[src/rtl/seq_mult_param.sv]
// Sequential WIDTHxWIDTH multiplier accumulating one DIGITxDIGIT partial product per clock.
// Optional two's-complement operands when SEQ_MULT_SIGNED_EN is defined (adds signed_op port).
module seq_mult_param #(
    parameter int WIDTH = 8,
    parameter int DIGIT = 4
) (
    input  logic               clk,
    input  logic               aclr_n,
    input  logic               start,
    input  logic [WIDTH-1:0]   dataa,
    input  logic [WIDTH-1:0]   datab,
`ifdef SEQ_MULT_SIGNED_EN
    input  logic               signed_op,
`endif
    output logic               busy,
    output logic               done,
    output logic               err,
    output logic [2:0]         state_out,
    output logic [2*WIDTH-1:0] product
);
    localparam int ND    = WIDTH / DIGIT;
    localparam int STEPS = ND * ND;
    localparam int CW    = (STEPS > 1) ? $clog2(STEPS) : 1;
    localparam int PW    = 2 * WIDTH;
    localparam logic [CW-1:0] LAST = CW'(STEPS - 1);

    generate
        if (WIDTH % DIGIT != 0) begin : g_bad_digit
            $error("seq_mult_param: WIDTH must be a multiple of DIGIT");
        end
    endgenerate

    typedef enum logic [2:0] {
        IDLE = 3'b000,
        CALC = 3'b001,
        DONE = 3'b010,
        ERR  = 3'b011
    } state_t;

    state_t           state_q;
    logic [WIDTH-1:0] a_q, b_q;
    logic [CW-1:0]    cnt_q, cnt_d;
    logic [PW-1:0]    product_q, product_d, sum_d;
    logic [WIDTH-1:0] a_in, b_in;
    logic [CW-1:0]    di, dj;
    logic [DIGIT-1:0] da, db;
    logic [2*DIGIT-1:0] pp;

    // Operands are stored as magnitudes; the sign is reapplied on the final step.
`ifdef SEQ_MULT_SIGNED_EN
    logic sign_q, sign_in;
    always_comb begin
        a_in    = (signed_op && dataa[WIDTH-1]) ? -dataa : dataa;
        b_in    = (signed_op && datab[WIDTH-1]) ? -datab : datab;
        sign_in = signed_op && (dataa[WIDTH-1] ^ datab[WIDTH-1]);
    end
`else
    assign a_in = dataa;
    assign b_in = datab;
`endif

    always_comb begin
        di        = cnt_q / CW'(ND);
        dj        = cnt_q % CW'(ND);
        da        = DIGIT'(a_q >> (DIGIT * int'(di)));
        db        = DIGIT'(b_q >> (DIGIT * int'(dj)));
        pp        = (2*DIGIT)'(da) * (2*DIGIT)'(db);
        sum_d     = product_q + (PW'(pp) << (DIGIT * (int'(di) + int'(dj))));
        product_d = sum_d;
`ifdef SEQ_MULT_SIGNED_EN
        if (sign_q && (cnt_q == LAST)) product_d = -sum_d;
`endif
        cnt_d     = (cnt_q == LAST) ? '0 : cnt_q + CW'(1);
    end

    always_ff @(posedge clk or negedge aclr_n) begin
        if (!aclr_n) begin
            state_q   <= IDLE;
            a_q       <= '0;
            b_q       <= '0;
            cnt_q     <= '0;
            product_q <= '0;
`ifdef SEQ_MULT_SIGNED_EN
            sign_q    <= 1'b0;
`endif
        end else begin
            case (state_q)
                IDLE, DONE: begin
                    if (start) begin
                        a_q       <= a_in;
                        b_q       <= b_in;
`ifdef SEQ_MULT_SIGNED_EN
                        sign_q    <= sign_in;
`endif
                        cnt_q     <= '0;
                        product_q <= '0;
                        state_q   <= CALC;
                    end else begin
                        state_q   <= IDLE;
                    end
                end
                CALC: begin
                    // A start still held on the first CALC edge is the tail of the accepting request.
                    if (start && (cnt_q != '0)) begin
                        state_q <= ERR;
                    end else begin
                        product_q <= product_d;
                        cnt_q     <= cnt_d;
                        if (cnt_q == LAST) state_q <= DONE;
                    end
                end
                ERR: begin
                    if (!start) state_q <= IDLE;
                end
                default: state_q <= IDLE;
            endcase
        end
    end

    assign busy      = (state_q == CALC);
    assign done      = (state_q == DONE);
    assign err       = (state_q == ERR);
    assign state_out = state_q;
    assign product   = product_q;
endmodule

[config.mk]
export PLATFORM = sky130hd
export DESIGN_NAME = seq_mult_param
export DESIGN_NICKNAME = d
export VERILOG_FILES = /design/src/rtl/seq_mult_param.sv
export SDC_FILE = /design/constraint.sdc
export NUM_CORES = 1
export LEC_CHECK = 0
export CORE_ASPECT_RATIO = 1.75
export CORE_MARGIN = 8
export CORE_UTILIZATION = 40
export CTS_CLUSTER_DIAMETER = 40
export CTS_CLUSTER_SIZE = 30
export DETAILED_ROUTE_END_ITERATION = 16
export PLACE_DENSITY = 0.73
export SETUP_SLACK_MARGIN = 0.4
export SYNTH_ARGS = -nofsm -noshare
export SYNTH_HDL_FRONTEND = slang
export SYNTH_SLANG_ARGS = --single-unit
export TNS_END_PERCENT = 5
[constraint.sdc]
create_clock -name clk -period 14.8 [get_ports clk]
set_input_delay 2.96 -clock clk [delete_from_list [all_inputs] [get_ports clk]]
set_output_delay 2.96 -clock clk [all_outputs]
set_load 0.1 [all_outputs]
==> impl_metrics.csv <==
group,metric,value,unit
synthesis,syn_nets,395,
drt,drtAntennaViolNets,0,
placement,dp_hpwl,5.46,mm
critical_path,cp-end-kind,"register",
critical_path,worstPathRequired,14.97,ns
critical_path,critPathArrivalTime,5.41,ns
timing,rsz0062_at_grt,"no",
floorplan,core_area,0.00713,mm2
drt,dr.pass1.iters,4,
final_layout,n_fill_cell,660,
global_route,grt_pass1_wl,12.0,mm
worst_hold_path,hold_class,"register to register",
floorplan,die_h,128,um
synthesis,yosys.area.top_type,"dfrtp_1",
clocking,clk_pin_slew_worst_paths,0.06,ns
clocking,cts_buffers,5,
synthesis,synth_ff_type,"dfrtp_1",
floorplan,rows,41,
job,max_cap_violations,0,
global_route,grt_max_degree,37,
clocking,clockBufferDepth,2,
synthesis,ys_async_sr_fraction,100,%
final_layout,num_antenna_cells,0,
clocking,clk_latency,0.29,ns
clocking,ctsHoldBuffers,0,
synthesis,syn_avg_cell_area,8.45,um2
floorplan,ioPinCount,41,
critical_path,cp_max_fo,8,
clocking,cts_max_level,2,
critical_path,crit_type,"register to register",
timing,fin_crit_sh,35.4,%
critical_path,start_kind,"register",
clocking,cts_resized,0,
timing,drv_slew,0,
clocking,postCtsSetupBuffers,0,
synthesis,ys_seq_area_share,31.2,%
clocking,cts_tree,"done",
synthesis,synth_area_leaders,"dfrtp_1 31%, ha_1 13%, nand2_1 8.4%, nor2_1 3.5%, fa_1 3.5%",
timing,layout_min_cycle_time,5.24,ns
timing,finalHoldViolCount,0,
final_layout,nNetsFinal,429,
synthesis,synth_top_area_share,31.2,%
drt,viasPerCell,5.35,
global_route,use_met3,2.58,%
floorplan,start_util,40.5,%
placement,place_area,0.00334,mm2
timing,tns,0,ns
drt,wl_per_cell,14.8,um
synthesis,yosysMostFrequentCell,"nand2_1",
synthesis,synth-edff-count,0,
timing,worst_pin_slew,0.992,ns
synthesis,synth-seq-cells,36,
status,status,"finished clean",
global_route,track_usage,14.5,%
synthesis,yosys-top-cells-count,"65 x nand2_1, 36 x dfrtp_1, 29 x ha_1",
timing,slew-limit-headroom,33.7,%
placement,gp_congestion,0.933,
synthesis,ys_types,53,
floorplan,die_area,0.0103,mm2
timing,setup_violations,0,
synthesis,syn_area,0.00289,mm2
placement,io_buffers,39,
final_layout,drive_gt1_share,7.43,%
final_layout,final-seq-area,901,um2
drt,drt_wl_total,6.85,mm
timing,fin_skew,0.00470,ns
global_route,grt_util_met1,13.8,%
final_layout,area_growth_syn_to_layout,21.3,%
global_route,antenna_found_initial,0,
timing,max_clock_freq,191,MHz
final_layout,fin_area,0.00350,mm2
clocking,root_buffer,"clkbuf_16",
clocking,cts.sinks,36,
drt,vias,2477,
final_layout,multi_input_area,0.00185,mm2
drt,drcViolationCount,0,
floorplan,die_w,80.3,um
global_route,grt-ovfl-total,0,
synthesis,synthCells,342,
global_route,grt_pass1_vias,2691,
timing,whs,0.471,ns
drt,drt-initial-drc-count,80,
synthesis,yosysWarningCount,0,
global_route,busiest_layer,"met2",
global_route,grt_use_met2,27.8,%
[registers in the layout, indices dropped and copies added (netlist names)]
name and flops:
product 16, a_q 8, cnt_q 2, state_out 2
b_q 8
[cell usage in the layout, fill, tap and decap left out, types with 4 or more instances in the layout]
cell type / netlist / final
ha_1: 29 / 29
o22ai_1: 5 / 5
fa_1: 5 / 5
or2_2: 4 / 4
a21oi_1: 11 / 11
nand3_1: 14 / 14
o21ai_1: 4 / 4
clkdlybuf4s50_1: 0 / 39
o21ai_0: 17 / 17
o31ai_1: 5 / 5
nor2b_1: 6 / 6
xnor2_1: 6 / 6
inv_1: 17 / 17
nand2_1: 65 / 65
mux2i_1: 10 / 10
dfrtp_1: 36 / 36
nor3_1: 4 / 4
clkbuf_16: 0 / 5
xor2_1: 6 / 6
nor2_1: 27 / 27
a21o_1: 4 / 4
nand2b_1: 7 / 7
nor3b_1: 4 / 4
o21a_1: 4 / 4
[area by class of cell]
class	instances	area share, %
tap	86	3.07
multi-input combinational	273	52.8
clock inverter	2	1.00
clock buffer	6	3.68
timing repair buffer	42	11.8
sequential	36	25.7
inverter	18	1.93
[worst paths after layout]
check / startpoint / cells after the start / slack [ns] / to
min: a_q[0] / 2 / 0.47 / a_q[0]
min reg2reg: a_q[0] / 2 / 0.47 / a_q[0]
min in group asynchronous: aclr_n / 2 / 3.08 / b_q[6]
max reg2reg: cnt_q[0] / 21 / 9.56 / product[14]
max: cnt_q[0] / 21 / 9.56 / product[14]
max in group asynchronous: aclr_n / 2 / 11.38 / product[10]
[layer usage]
layer,vias to the layer above,part of all wire [%],wire length (um)
li1,1248,-,-
met4,0,3.7,256
met2,55,57,3910
met1,1157,36,2440
met5,-,0,0
met3,17,3.6,244
[stage by stage]
| stage | cells | util (%) | worst slack (ns) |
|---|---|---|---|
| 3_3_place_gp | 455 | 46.9 | 9.67 |
| 6_report | 463 | 49.1 | 9.56 |
| 3_5_place_dp | 455 | 46.9 | 9.59 |
| 4_1_cts | 463 | 49.1 | 9.56 |
| 2_1_floorplan | 342 | - | 9.45 |
| 5_1_grt | 463 | 49.1 | 9.18 |
[logic make-up after synthesis]
| group | count (synthesis) | share of synthesized area (%) |
|---|---|---|
| AO/OA/AOI/OAI | 74 | 18.2 |
| XOR/XNOR | 12 | 3.64 |
| adder cells (fa/ha/maj) | 34 | 16.0 |
| buffers and inverters | 33 | 4.76 |
| flip-flops | 36 | 31.2 |
| multiplexers | 11 | 3.85 |
| other | 1 | 0.130 |
| AND/OR/NAND/NOR | 141 | 22.2 |
[worst max-delay path, stage by stage, from the launching register on]
cell and delay (ns):
dfrtp_1 0.53, mux2i_1 0.19, or2_2 0.34, fa_1 0.53
inv_1 0.05, fa_1 0.56, inv_1 0.07, fa_1 0.45
inv_1 0.09, a21o_1 0.11, a21oi_1 0.07, xnor2_1 0.15
mux2i_1 0.27, nor2_1 0.08, ha_1 0.34, and3_4 0.20
a21o_1 0.17, a211o_1 0.32, a31oi_4 0.22, a22oi_1 0.13
a31oi_1 0.17, o21ai_1 0.08
Power is left out: the tool's default activity adds up to more than one toggle a clock period on the data nets, which glitch-free logic cannot reach.
